[src/rtl/rtcomp_mc.sv]
// rtl/rtcomp_mc.sv - routing-computation stage with multicast fan-out for a mesh router input port
//
// Accepts one decoded head flit per handshake. A unicast head produces one route
// record. A multicast head's destination bitmap is split by output port, and the
// non-empty subsets are issued one per cycle in the order Local, East, West,
// North, South.
//
// Ports:
//   clk, rst                   clock, asynchronous active-high reset
//   in_valid / in_ready        head handshake
//   in_mc                      1 = multicast head, 0 = unicast head
//   in_dst_x, in_dst_y         unicast destination coordinates
//   in_mdst                    multicast destination bitmap (node n = y*NX + x)
//   in_vch                     input virtual channel of the head
//   out_valid / out_ready      route record handshake
//   out_port                   one-hot {S,N,W,E,L}
//   out_ovch                   output VC, taken from the head
//   out_mask                   destinations served through out_port
//   out_last                   final record of the head
module rtcomp_mc #(
  parameter int MY_XPOS  = 0,
  parameter int MY_YPOS  = 0,
  parameter int NX       = 4,
  parameter int NY       = 4,
  parameter int NVCH     = 2,
  parameter int ROUTE_YX = 0,
  localparam int XW   = (NX > 1) ? $clog2(NX) : 1,
  localparam int YW   = (NY > 1) ? $clog2(NY) : 1,
  localparam int VCHW = (NVCH > 1) ? $clog2(NVCH) : 1,
  localparam int NN   = NX * NY
) (
  input  logic            clk,
  input  logic            rst,
  input  logic            in_valid,
  output logic            in_ready,
  input  logic            in_mc,
  input  logic [XW-1:0]   in_dst_x,
  input  logic [YW-1:0]   in_dst_y,
  input  logic [NN-1:0]   in_mdst,
  input  logic [VCHW-1:0] in_vch,
  output logic            out_valid,
  input  logic            out_ready,
  output logic [4:0]      out_port,
  output logic [VCHW-1:0] out_ovch,
  output logic [NN-1:0]   out_mask,
  output logic            out_last
);

  typedef enum logic {IDLE, ISSUE} state_t;

  state_t state, state_next;

  // Subsets not yet issued; the one currently on out_* is already removed.
  logic [4:0][NN-1:0] pending;
  logic [4:0][NN-1:0] head_sub;
  logic [4:0][NN-1:0] src;
  logic [4:0][NN-1:0] rem;
  logic [NN-1:0]      uc_mask;
  logic [2:0]         sel_idx;
  logic               found;
  logic               accept;
  logic               load;

  // Port index: 0 Local, 1 East, 2 West, 3 North, 4 South.
  function automatic logic [2:0] route_idx(input int x, input int y);
    logic [2:0] r;
    r = 3'd0;
    if (ROUTE_YX == 0) begin
      if (x > MY_XPOS)      r = 3'd1;
      else if (x < MY_XPOS) r = 3'd2;
      else if (y > MY_YPOS) r = 3'd3;
      else if (y < MY_YPOS) r = 3'd4;
    end else begin
      if (y > MY_YPOS)      r = 3'd3;
      else if (y < MY_YPOS) r = 3'd4;
      else if (x > MY_XPOS) r = 3'd1;
      else if (x < MY_XPOS) r = 3'd2;
    end
    return r;
  endfunction

  assign out_valid = (state == ISSUE);
  assign in_ready  = !out_valid || (out_ready && out_last);
  assign accept    = in_valid && in_ready;

  // A unicast destination outside the mesh yields an empty mask and is dropped
  // like an empty multicast.
  assign uc_mask = {{(NN-1){1'b0}}, 1'b1} << (int'(in_dst_y) * NX + int'(in_dst_x));

  always_comb begin
    head_sub = '0;
    if (in_mc) begin
      for (int n = 0; n < NN; n++) begin
        head_sub[route_idx(n % NX, n / NX)][n] = in_mdst[n];
      end
    end else begin
      head_sub[route_idx(int'(in_dst_x), int'(in_dst_y))] = uc_mask;
    end
  end

  // A newly accepted head always starts from its own subsets; otherwise the
  // next record comes out of the pending register.
  assign src = accept ? head_sub : pending;

  always_comb begin
    found   = 1'b0;
    sel_idx = 3'd0;
    for (int i = 0; i < 5; i++) begin
      if (!found && (|src[i])) begin
        found   = 1'b1;
        sel_idx = 3'(i);
      end
    end
    rem = src;
    if (found) rem[sel_idx] = '0;
  end

  always_comb begin
    state_next = state;
    load       = 1'b0;
    if (accept) begin
      load       = 1'b1;
      state_next = found ? ISSUE : IDLE;
    end else if (out_valid && out_ready) begin
      if (out_last) begin
        state_next = IDLE;
      end else begin
        load       = 1'b1;
        state_next = ISSUE;
      end
    end
  end

  always_ff @(posedge clk or posedge rst) begin
    if (rst) state <= IDLE;
    else     state <= state_next;
  end

  always_ff @(posedge clk or posedge rst) begin
    if (rst) begin
      out_port <= '0;
      out_ovch <= '0;
      out_mask <= '0;
      out_last <= 1'b0;
      pending  <= '0;
    end else if (load) begin
      out_port <= found ? (5'(1) << sel_idx) : 5'd0;
      out_mask <= found ? src[sel_idx] : '0;
      out_last <= ~(|rem);
      pending  <= rem;
      if (accept) out_ovch <= in_vch;
    end
  end

endmodule
[config.mk]
export PLATFORM = sky130hd
export DESIGN_NAME = rtcomp_mc
export DESIGN_NICKNAME = d
export VERILOG_FILES = /design/src/rtl/rtcomp_mc.sv
export SDC_FILE = /design/constraint.sdc
export NUM_CORES = 1
export LEC_CHECK = 0
export ABC_AREA = 0
export CAP_MARGIN = 20
export CORE_MARGIN = 4
export CORE_UTILIZATION = 40
export DETAILED_ROUTE_END_ITERATION = 6
export HOLD_SLACK_MARGIN = 0.08
export PLACE_DENSITY = 0.6
export SLEW_MARGIN = 20
export SYNTH_ARGS = -nofsm -noshare
export SYNTH_HDL_FRONTEND = slang
export SYNTH_SLANG_ARGS = --single-unit
[constraint.sdc]
create_clock -name clk -period 3.08 [get_ports clk]
set_input_delay 0.616 -clock clk [delete_from_list [all_inputs] [get_ports clk]]
set_output_delay 0.616 -clock clk [all_outputs]
set_load 0.02 [all_outputs]
==> results of run 1 <==
==> cell type report <==
| class | instances | area [um^2] | share of cell area, % |
|---|---|---|---|
| inverter | 2 | 11.3 | 0.168 |
| sequential | 104 | 2600 | 38.7 |
| timing repair buffer | 142 | 1220 | 18.1 |
| clock inverter | 5 | 65.1 | 0.968 |
| multi-input combinational | 380 | 2370 | 35.3 |
| tap | 168 | 210 | 3.13 |
| clock buffer | 11 | 243 | 3.61 |
==> registers in the layout, indices dropped and copies added (netlist names) <==
register,cells
out_valid,1
pending,80
out_last,1
out_port,5
out_mask,16
out_ovch,1
==> layout by cell type, fill, tap and decap left out, drive strengths merged, types with 12 or more instances in the layout <==
| master | netlist | routed |
|---|---|---|
| nor2 | 27 | 27 |
| dfrtp | 104 | 104 |
| o21ai | 40 | 40 |
| nand2 | 70 | 70 |
| buf | 11 | 92 |
| a21oi | 34 | 34 |
| nor3 | 12 | 12 |
| and2 | 50 | 50 |
| nor4 | 15 | 15 |
| and3 | 18 | 18 |
| clkdlybuf4s50 | 0 | 46 |
==> per-layer routing <==
metal	wire length (um)	GRT usage, %	share of wire [%]	vias up
met5	0	0	0	-
met4	238	5.23	1.5	0
met1	7770	34.7	49	2241
met2	7000	33.5	45	115
li1	-	-	-	2134
met3	702	3.30	4.5	20
==> cell usage after synthesis, types with 3 or more instances <==
cell,instances
a31oi_1,4
nor4_1,13
and2_1,50
nand3_1,5
a211oi_1,6
o21ai_0,25
mux2i_1,3
o21ai_1,15
a22oi_1,8
o31ai_1,11
a21oi_1,34
nand2_1,70
or4_1,3
a221oi_1,7
clkbuf_1,20
o311a_1,3
o21bai_1,4
and3_1,18
nor3b_1,5
o31a_1,3
nor2_1,26
o211ai_1,4
o221ai_1,5
nor3_1,11
nand4_1,5
dfrtp_1,104
buf_2,8
or2_2,3
a21o_1,3
==> path summary, 6_finish.rpt <==
check                            startpoint           end  slack, ns  cells past startpoint
max in group asynchronous               rst   pending[29]       1.89                      3
worst max-delay path             in_mdst[5]   out_mask[4]       0.10                     10
worst max register to register     out_last  out_mask[13]       0.25                     10
worst min register to register  out_port[1]   out_port[1]       0.48                      2
min in group asynchronous               rst   out_port[4]       0.78                      3
worst min-delay path            out_port[1]   out_port[1]       0.48                      2
==> critical path, cell delays in order <==
cell	delay (ns)
clkdlybuf4s50_1	0.42
o41ai_1	0.46
o31a_1	0.22
a31oi_1	0.09
or2_2	0.33
o31a_1	0.40
buf_6	0.18
a221o_1	0.31
o211ai_1	0.10
nand2_1	0.06
==> kinds of logic after synthesis <==
kind of cell,Yosys count,synth area share [%]
muxes,3,0.599
xor gates and xnor gates,1,0.175
AOI/OAI and AO/OA,153,20.9
buffers and inverters,33,2.82
and+or+nand+nor,223,23.6
DFF,104,51.9
==> power by group through the flow <==
| stage | registers, mW | clock network, mW | logic (mW) |
|---|---|---|---|
| 2_1_floorplan | 1.76 | 0 | 1.29 |
| 3_3_place_gp | 1.67 | 0 | 2.78 |
| 3_5_place_dp | 1.67 | 0 | 2.81 |
| 4_1_cts | 1.65 | 1.20 | 2.86 |
| 5_1_grt | 1.67 | 1.26 | 3.20 |
| 6_report | 1.65 | 1.18 | 2.95 |
==> what timing repair did <==
action | in CTS | in global routing
endpoints found under the setup margin | 32 | 31
pin swaps | 1 | 3
resized for setup | 12 | 17
==> through the flow <==
| step | utilization, % | total power, mW | TNS [ns] | instances | instance area (um^2) |
|---|---|---|---|---|---|
| 2_1_floorplan | - | 3.05 | 0 | 517 | 5020 |
| 3_3_place_gp | 51.9 | 4.45 | -25.77 | 796 | 6310 |
| 3_5_place_dp | 51.9 | 4.47 | -29.00 | 796 | 6310 |
| 4_1_cts | 54.7 | 5.71 | 0 | 812 | 6650 |
| 5_1_grt | 55.3 | 6.12 | -0.0110 | 812 | 6720 |
| 6_report | 55.3 | 5.77 | 0 | 812 | 6720 |
==> summary.txt, run 1 <==
Yosys
  – Cell area after synthesis: 5010 um^2
  – Post-Synthesis Cells: 517
  – Unique masters post-synth: 61
  – Ys Warns: 0
  – Ys async rst share: 100%
  – Most area-consuming cells after synthesis: dfrtp_1, and2_1, nand2_1, a21oi_1, o21ai_0
  – Yosys top cell by area: dfrtp_1
  – Post-synthesis sequential area ratio: 51.9%
  – Post-synth EDFFs: 0
  – Syn_nets: 543
  – Post-synth top area share: 51.9%
  – Post-synthesis sequential element count: 104
  – Synth Area per Inst: 9.70 um^2
  – Post-synth top flop: dfrtp_1

Placed design
  – GP Congestion: 0.864
  – Post-DP HPWL: 11.9 mm
  – I/O Buffers: 50
  – Place WS: -0.572 ns

Run status
  – Status: finished clean

Setup path
  – Worst Setup End Kind: register
  – CP required: 3.30 ns
  – Arrival @ worst endpoint: 3.20 ns
  – CP max FO: 8
  – CP Launch Type: input port
  – Critical path type: in -> reg

Timing
  – Setup violations, final: 0
  – Final Hold Slack: 0.480 ns
  – Fin Clk Skew: 0.0111 ns
  – Hold Vio Cnt, Final: 0
  – Worst slew margin: 46.4%
  – Period utilization: 96.6%
  – Fmax: 336 MHz
  – RSZ-0062 raised after global routing: yes
  – Worst slew pin tran: 0.805 ns
  – Slack of the critical path: 0.104 ns
  – Final Slew Violations: 0
  – Fin crit period: 2.98 ns

CTS
  – Skew-Pair Late Insertion Delay: 0.34 ns
  – CTS tree: yes
  – CTS Sinks: 104
  – Clock root cell: clkbuf_16
  – Inserted Clock Buffers: 9
  – H-tree levels: 3
  – Reg clk slew, reported paths: 0.07 ns
  – Cts hold-fix bufs: 0
  – Postcts setup bufs: 0
  – Max Buffers Root-to-Sink: 2

Global route
  – Global-route wire length before repair: 25.5 mm
  – Initial antenna violation count: 0
  – Aggregate global routing overflow: 0
  – Pin count of the biggest net entering global routing: 105
  – Vias in the first global route: 4501
  – Total GRT Usage: 22.6%

Layout
  – Total inserted antenna cells: 0
  – P&R area growth vs syn: 34.0%
  – Layout fillers: 1101
  – Share of cells above drive strength 1: 22.0%
  – Nets: 665

Routing
  – Drt wl/cell: 19.4 um
  – DRC viols: 0
  – Routed Antenna Nets: 0
  – Vias/cell: 5.55
  – Vias: 4510
  – Total routed wirelength: 15.7 mm
  – Initial DRT Pass Iterations: 5
  – Starting DRT DRC Count: 341

Flow run
  – Max_cap viols: 0

Floorplan
  – Core area: 12200 um^2
  – Initial Util: 41.2%
  – Die height: 120 um
  – Row Count: 40
  – I/O pin count: 51
  – Die Area: 14400 um^2
  – Horiz. Die Dim: 120 um

Power and ir drop
  – Leak pwr: 3.12 nW
  – Clock power frac: 20.4%
  – Peak supply drop: 0.379 mV
  – Comb pwr share: 51.1%
  – PD cells: 859 nW/um^2
  – Switching Fraction: 39.4%
  – Int Power: 3.50 mW
  – Seq pwr share: 28.5%
  – Sw Pwr: 2.28 mW

Min path
  – Worst min-delay path class: reg -> reg
Note: power is estimated with default switching activity, not from simulation.
==> run 2: changes to the inputs <==
--- a/config.mk
+++ b/config.mk
@@ -7,7 +7,7 @@
 export LEC_CHECK = 0
 export ABC_AREA = 0
 export CAP_MARGIN = 20
-export CORE_MARGIN = 4
+export CORE_MARGIN = 1.5
 export CORE_UTILIZATION = 40
 export DETAILED_ROUTE_END_ITERATION = 6
 export HOLD_SLACK_MARGIN = 0.08
==> run 2 against run 1 <==
Compared with the run above:
- via count increased by 0.73%
- sequential share of layout area decreased by 0.14 points
- design area increased by 0.35%
- non-clock buffer count increased by 1
- die area decreased by 8.2%
- routed wire length decreased by 0.87%
- critical path depth unchanged
- largest cell class unchanged
- highest routed layer unchanged
==> summary.txt, run 2 (same netlist as run 1, synthesis figures left out) <==
Run status
  – Status: finished clean (unchanged)

Setup path
  – Slowest stage cell, crit path: or4_4 (was o41ai_1)
  – Critical path buffer and inverter count: 4 (was 2)
  – CP top delay family: buffers and inverters (was compound AO/OA/AOI/OAI gates)
  – CP max FO: 11 (was 8)
  – CP required: 3.33 ns (was 3.30 ns)
  – Most common cell on crit path: buf_4 (was o31a_1)
  – Arrival @ worst endpoint: 3.25 ns (was 3.20 ns)
  – CP Launch Type: input port (unchanged)
  – CP max stage delay: 0.56 ns (was 0.46 ns)
  – Critical Path, Cell by Cell: clkdlybuf4s50_1 > buf_4 > nand2_1 > a31oi_4 > or4_4 > o31a_1 > buf_6 > a221oi_2 > buf_4 > o21ai_1 (was clkdlybuf4s50_1 > o41ai_1 > o31a_1 > a31oi_1 > or2_2 > o31a_1 > buf_6 > a221o_1 > o211ai_1 > nand2_1)
  – Worst Setup End Kind: register (unchanged)
  – Critical path type: in -> reg (unchanged)

Layout
  – Total inserted antenna cells: 0 (unchanged)
  – Regs by FF count: pending (80), out_mask (16), out_port (5) (unchanged)
  – Fin util: 55.7% (was 55.3%)
  – Highest-count cells in the layout ignoring fill and taps: dfrtp_1, buf_4, nand2_1 (unchanged)
  – Largest register FFs: 80 (unchanged)
  – Nets: 666 (was 665)
  – Design Area, Final: 6750 um^2 (was 6720 um^2)
  – Post-Layout Cell Count: 813 (was 812)
  – Share of cells above drive strength 1: 22.3% (was 22.0%)
  – P&R area growth vs syn: 34.5% (was 34.0%)
  – Commonest non-fill, non-tap cell in the layout: dfrtp_1 (unchanged)
  – Top reg by flops: pending (unchanged)

CTS
  – Skew-Pair Late Insertion Delay: 0.36 ns (was 0.34 ns)
  – Reg clk slew, reported paths: 0.07 ns (about the same)
  – CTS tree: yes (unchanged)
  – H-tree levels: 3 (unchanged)
  – Max Buffers Root-to-Sink: 2 (unchanged)
  – Inserted Clock Buffers: 9 (unchanged)
  – CTS Sinks: 104 (unchanged)
  – Clock root cell: clkbuf_16 (unchanged)

Timing
  – Worst slew margin: 43.0% (was 46.4%)
  – Period utilization: 97.6% (was 96.6%)
  – Hold Vio Cnt, Final: 0 (unchanged)
  – Fmax: 333 MHz (was 336 MHz)
  – Fin crit period: 3.01 ns (was 2.98 ns)
  – Final Slew Violations: 0 (unchanged)
  – RSZ-0062 raised after global routing: no (was yes)
  – Setup TNS: 0 ns (unchanged)
  – Slack of the critical path: 0.0742 ns (was 0.104 ns)
  – Setup violations, final: 0 (unchanged)
  – Fin Clk Skew: 0.00869 ns (was 0.0111 ns)
  – Worst slew pin tran: 0.855 ns (was 0.805 ns)
  – Final Hold Slack: 0.478 ns (was 0.480 ns)

Routing
  – DRC viols: 0 (unchanged)
  – Initial DRT Pass Iterations: 5 (unchanged)
  – Vias: 4543 (was 4510)
  – Drt wl/cell: 19.2 um (was 19.4 um)
  – Routed Antenna Nets: 0 (unchanged)
  – Total routed wirelength: 15.6 mm (was 15.7 mm)
  – Vias/cell: 5.59 (was 5.55)
  – Starting DRT DRC Count: 402 (was 341)

Power and ir drop
  – Peak supply drop: 0.541 mV (was 0.379 mV)
  – Design Power: 5.86 mW (was 5.77 mW)
  – Leak pwr: 3.14 nW (was 3.12 nW)
  – PD cells: 869 nW/um^2 (was 859 nW/um^2)

Placed design
  – Post-DP HPWL: 11.5 mm (was 11.9 mm)
  – Place WS: -0.597 ns (was -0.572 ns)
  – Placed cell area: 6290 um^2 (was 6310 um^2)
  – GP Congestion: 0.928 (was 0.864)
  – I/O Buffers: 50 (unchanged)
  – Placed cells: 794 (was 796)

Min path
  – Worst min-delay path class: reg -> reg (unchanged)

Floorplan
  – I/O pin count: 51 (unchanged)
  – Core area: 12100 um^2 (was 12200 um^2)
  – Die Area: 13200 um^2 (was 14400 um^2)
  – Initial Util: 41.4% (was 41.2%)
  – Die height: 115 um (was 120 um)
  – Horiz. Die Dim: 115 um (was 120 um)
  – Row Count: 40 (unchanged)

Flow run
  – Max_cap viols: 0 (unchanged)

Global route
  – Global-route wire length before repair: 24.9 mm (was 25.5 mm)
  – Vias in the first global route: 4463 (was 4501)
  – Initial antenna violation count: 0 (unchanged)
  – Aggregate global routing overflow: 0 (unchanged)
  – Pin count of the biggest net entering global routing: 105 (unchanged)
  – Total GRT Usage: 24.9% (was 22.6%)
## run 2: report_power, final
group          internal [mW]  switching [mW]  leakage, nW  total, mW
Clock                  0.664           0.538        0.151       1.20
Sequential              1.53           0.124         1.43       1.65
Combinational           1.36            1.65         1.56       3.01
## run 2: final timing paths
kind                             startpoint  depth (start not counted)           to  slack (ns)
worst min-delay path            out_port[4]                          2  out_port[4]        0.48
worst min register to register  out_port[4]                          2  out_port[4]        0.48
max in group asynchronous               rst                          3  pending[34]        1.92
worst max register to register     out_last                         10  out_mask[2]        0.28
worst max-delay path                  in_mc                         10  out_mask[2]        0.07
min in group asynchronous               rst                          3  pending[73]        0.75
## run 2: final cells by class
class,count,area [um^2]
Clock buffer,10,239
Tap cell,168,210
Inverter,2,11.3
Timing Repair Buffer,143,1220
Clock inverter,6,75.1
Multi-Input combinational cell,380,2390
Sequential cell,104,2600
Fill cell,1111,5370
## run 2: worst min-delay path: stages (launching register included)
cell and delay (ns):
dfrtp_1 0.35, nand2_1 0.05, nand2_1 0.05
## run 2: metal layers
| layer | part of all wire (%) | track usage (%) | vias up | wire [um] |
|---|---|---|---|---|
| li1 | - | - | 2134 | - |
| met4 | 1.3 | 7.16 | 0 | 195 |
| met2 | 46 | 36.5 | 134 | 7090 |
| met1 | 48 | 37.3 | 2258 | 7530 |
| met5 | 0 | 0 | - | 0 |
| met3 | 4.9 | 5.06 | 17 | 768 |
## run 2: repair_timing
action / 4_1_cts / 5_1_grt
hold buffers: 0 / 0
resized for setup: 6 / 20
gates cloned: 0 / 0
endpoints found under the setup margin: 15 / 43
setup buffers: 0 / 3
pin swaps: 1 / 6
==> run 3: changes to the inputs <==
--- a/config.mk
+++ b/config.mk
@@ -7,11 +7,13 @@
 export LEC_CHECK = 0
 export ABC_AREA = 0
 export CAP_MARGIN = 20
+export CELL_PAD_IN_SITES_DETAIL_PLACEMENT = 1
+export CELL_PAD_IN_SITES_GLOBAL_PLACEMENT = 1
 export CORE_MARGIN = 1.5
 export CORE_UTILIZATION = 40
 export DETAILED_ROUTE_END_ITERATION = 6
 export HOLD_SLACK_MARGIN = 0.08
-export PLACE_DENSITY = 0.6
+export PLACE_DENSITY = 0.74
 export SLEW_MARGIN = 20
 export SYNTH_ARGS = -nofsm -noshare
 export SYNTH_HDL_FRONTEND = slang
==> run 3 against run 2 <==
Compared with the run above:
- sequential share of layout area down 0.47 points
- worst hold slack improved by 0.017 ns
- critical path depth down 1
- critical endpoint is now out_mask[3]
- via count grew 1.8%
- first-iteration DRC count fell by 33%
==> summary.txt, run 3 (same netlist as run 1, synthesis figures left out) <==
Run status
  – Status: finished clean (unchanged)

Routing
  – Vias/cell: 5.72 (was 5.59)
  – Routed Antenna Nets: 0 (unchanged)
  – Vias: 4624 (was 4543)
  – DRC viols: 0 (unchanged)
  – Initial DRT Pass Iterations: 5 (unchanged)
  – Total routed wirelength: 17.6 mm (was 15.6 mm)
  – Starting DRT DRC Count: 268 (was 402)
  – Drt wl/cell: 21.8 um (was 19.2 um)

Setup path
  – CP max stage delay: 0.53 ns (was 0.56 ns)
  – CP Launch Type: input port (unchanged)
  – Slowest stage cell, crit path: or4_4 (unchanged)
  – Worst Setup End Kind: register (unchanged)
  – CP top delay family: compound AO/OA/AOI/OAI gates (was buffers and inverters)
  – CP max FO: 13 (was 11)
  – CP required: 3.32 ns (was 3.33 ns)
  – Arrival @ worst endpoint: 3.25 ns (about the same)
  – Reg-to-reg slack, setup: 0.18 ns (was 0.28 ns)
  – Critical path type: in -> reg (unchanged)
  – Critical path buffer and inverter count: 2 (was 4)
  – Critical Path, Cell by Cell: clkdlybuf4s50_1 > buf_4 > a21oi_1 > a31oi_4 > or4_4 > o31a_1 > a221oi_2 > nor2_1 > o311a_1 (was clkdlybuf4s50_1 > buf_4 > nand2_1 > a31oi_4 > or4_4 > o31a_1 > buf_6 > a221oi_2 > buf_4 > o21ai_1)

CTS
  – Max Buffers Root-to-Sink: 2 (unchanged)
  – Inserted Clock Buffers: 9 (unchanged)
  – Postcts setup bufs: 0 (unchanged)
  – Reg clk slew, reported paths: 0.07 ns (about the same)
  – Clock root cell: clkbuf_16 (unchanged)
  – CTS Sinks: 104 (unchanged)
  – Cts hold-fix bufs: 0 (unchanged)
  – Skew-Pair Late Insertion Delay: 0.35 ns (was 0.36 ns)
  – H-tree levels: 3 (unchanged)
  – CTS tree: yes (unchanged)

Floorplan
  – Initial Util: 41.4% (unchanged)
  – Horiz. Die Dim: 115 um (unchanged)
  – Die Area: 13200 um^2 (unchanged)
  – Die height: 115 um (unchanged)
  – Core area: 12100 um^2 (unchanged)
  – Row Count: 40 (unchanged)
  – I/O pin count: 51 (unchanged)

Timing
  – Final Hold Slack: 0.495 ns (was 0.478 ns)
  – Final Slew Violations: 0 (unchanged)
  – Hold Vio Cnt, Final: 0 (unchanged)
  – Fin crit period: 3.01 ns (about the same)
  – Worst slew pin tran: 0.844 ns (was 0.855 ns)
  – Fmax: 332 MHz (was 333 MHz)
  – Period utilization: 97.9% (was 97.6%)
  – Slack of the critical path: 0.0656 ns (was 0.0742 ns)
  – Fin Clk Skew: 0.00657 ns (was 0.00869 ns)
  – Setup violations, final: 0 (unchanged)
  – Worst slew margin: 43.7% (was 43.0%)
  – Setup TNS: 0 ns (unchanged)

Layout
  – Share of cells above drive strength 1: 23.9% (was 22.3%)
  – Regs by FF count: pending (80), out_mask (16), out_port (5) (unchanged)
  – P&R area growth vs syn: 36.2% (was 34.5%)
  – Total inserted antenna cells: 0 (unchanged)
  – Highest-count cells in the layout ignoring fill and taps: dfrtp_1, buf_4, nand2_1 (unchanged)
  – Design Area, Final: 6830 um^2 (was 6750 um^2)
  – Commonest non-fill, non-tap cell in the layout: dfrtp_1 (unchanged)
  – Largest register FFs: 80 (unchanged)
  – Top reg by flops: pending (unchanged)
  – Layout fillers: 1345 (was 1111)
  – Post-Layout Cell Count: 809 (was 813)
  – Fin util: 56.4% (was 55.7%)
  – Nets: 662 (was 666)

Global route
  – Initial antenna violation count: 1 (was 0)
  – Total GRT Usage: 28.3% (was 24.9%)
  – Aggregate global routing overflow: 0 (unchanged)
  – Vias in the first global route: 5032 (was 4463)
  – Global-route wire length before repair: 28.0 mm (was 24.9 mm)
  – Pin count of the biggest net entering global routing: 105 (unchanged)

Placed design
  – Post-DP HPWL: 12.9 mm (was 11.5 mm)
  – I/O Buffers: 50 (unchanged)
  – Place WS: -0.651 ns (was -0.597 ns)
  – Placed cells: 793 (was 794)
  – GP Congestion: 0.907 (was 0.928)
  – Placed cell area: 6300 um^2 (was 6290 um^2)

Power and ir drop
  – Peak supply drop: 0.491 mV (was 0.541 mV)
  – Design Power: 5.93 mW (was 5.86 mW)
  – Leak pwr: 3.18 nW (was 3.14 nW)
  – PD cells: 868 nW/um^2 (was 869 nW/um^2)

Flow run
  – Max_cap viols: 0 (unchanged)

Min path
  – Worst min-delay path class: reg -> reg (unchanged)
[run 3: cell types whose count changed in the layout (fill, tap and decap cells not counted), moves of 3 or more]
cell             delta
nor2_1              -3
clkdlybuf4s50_1     -4
dlymetal6s2s_1      +4
a211oi_1            -4
a211oi_2            +4
buf_4               -7
nor2_2              +3
[run 3: final cells by class]
type                       instances  area [um^2]  area share, %
clock buffer                      11          243           3.56
tap                              168          210           3.08
inverter                           2         11.3          0.165
clock inverter                     5         62.6          0.916
sequential                       104         2600           38.1
multi-input combinational        380         2470           36.2
timing repair buffer             139         1220           17.9
[run 3: where the power goes]
group          switching (mW)  internal, mW
combinational            1.76          1.32
clock                   0.529         0.661
sequential              0.131          1.53
total                    2.42          3.51
[run 3: worst min-delay path, cell delays in order (launching register included)]
cell,delay (ns)
dfrtp_1,0.34
nand2_1,0.05
o21ai_1,0.07
[run 3: what timing repair did]
item | in CTS | in global routing
pin swaps | 2 | 3
cloned | 0 | 0
endpoints found under the setup margin | 43 | 32
gates resized for setup | 19 | 30
[run 3: final timing paths]
kind | start | endpoint | cells past startpoint
min in group asynchronous | rst | out_port[4] | 3
max in group asynchronous | rst | pending[60] | 3
max reg2reg | pending[20] | out_mask[3] | 8
max | in_valid | out_mask[3] | 9
min reg2reg | out_port[3] | out_port[3] | 2
min | out_port[3] | out_port[3] | 2
[run 3: metal layers]
layer	routed length, um	up-vias	track usage [%]
met5	0	-	0
met4	306	0	8.15
met3	740	18	5.96
met2	9020	111	49.7
met1	7550	2363	35.3
li1	-	2132	-
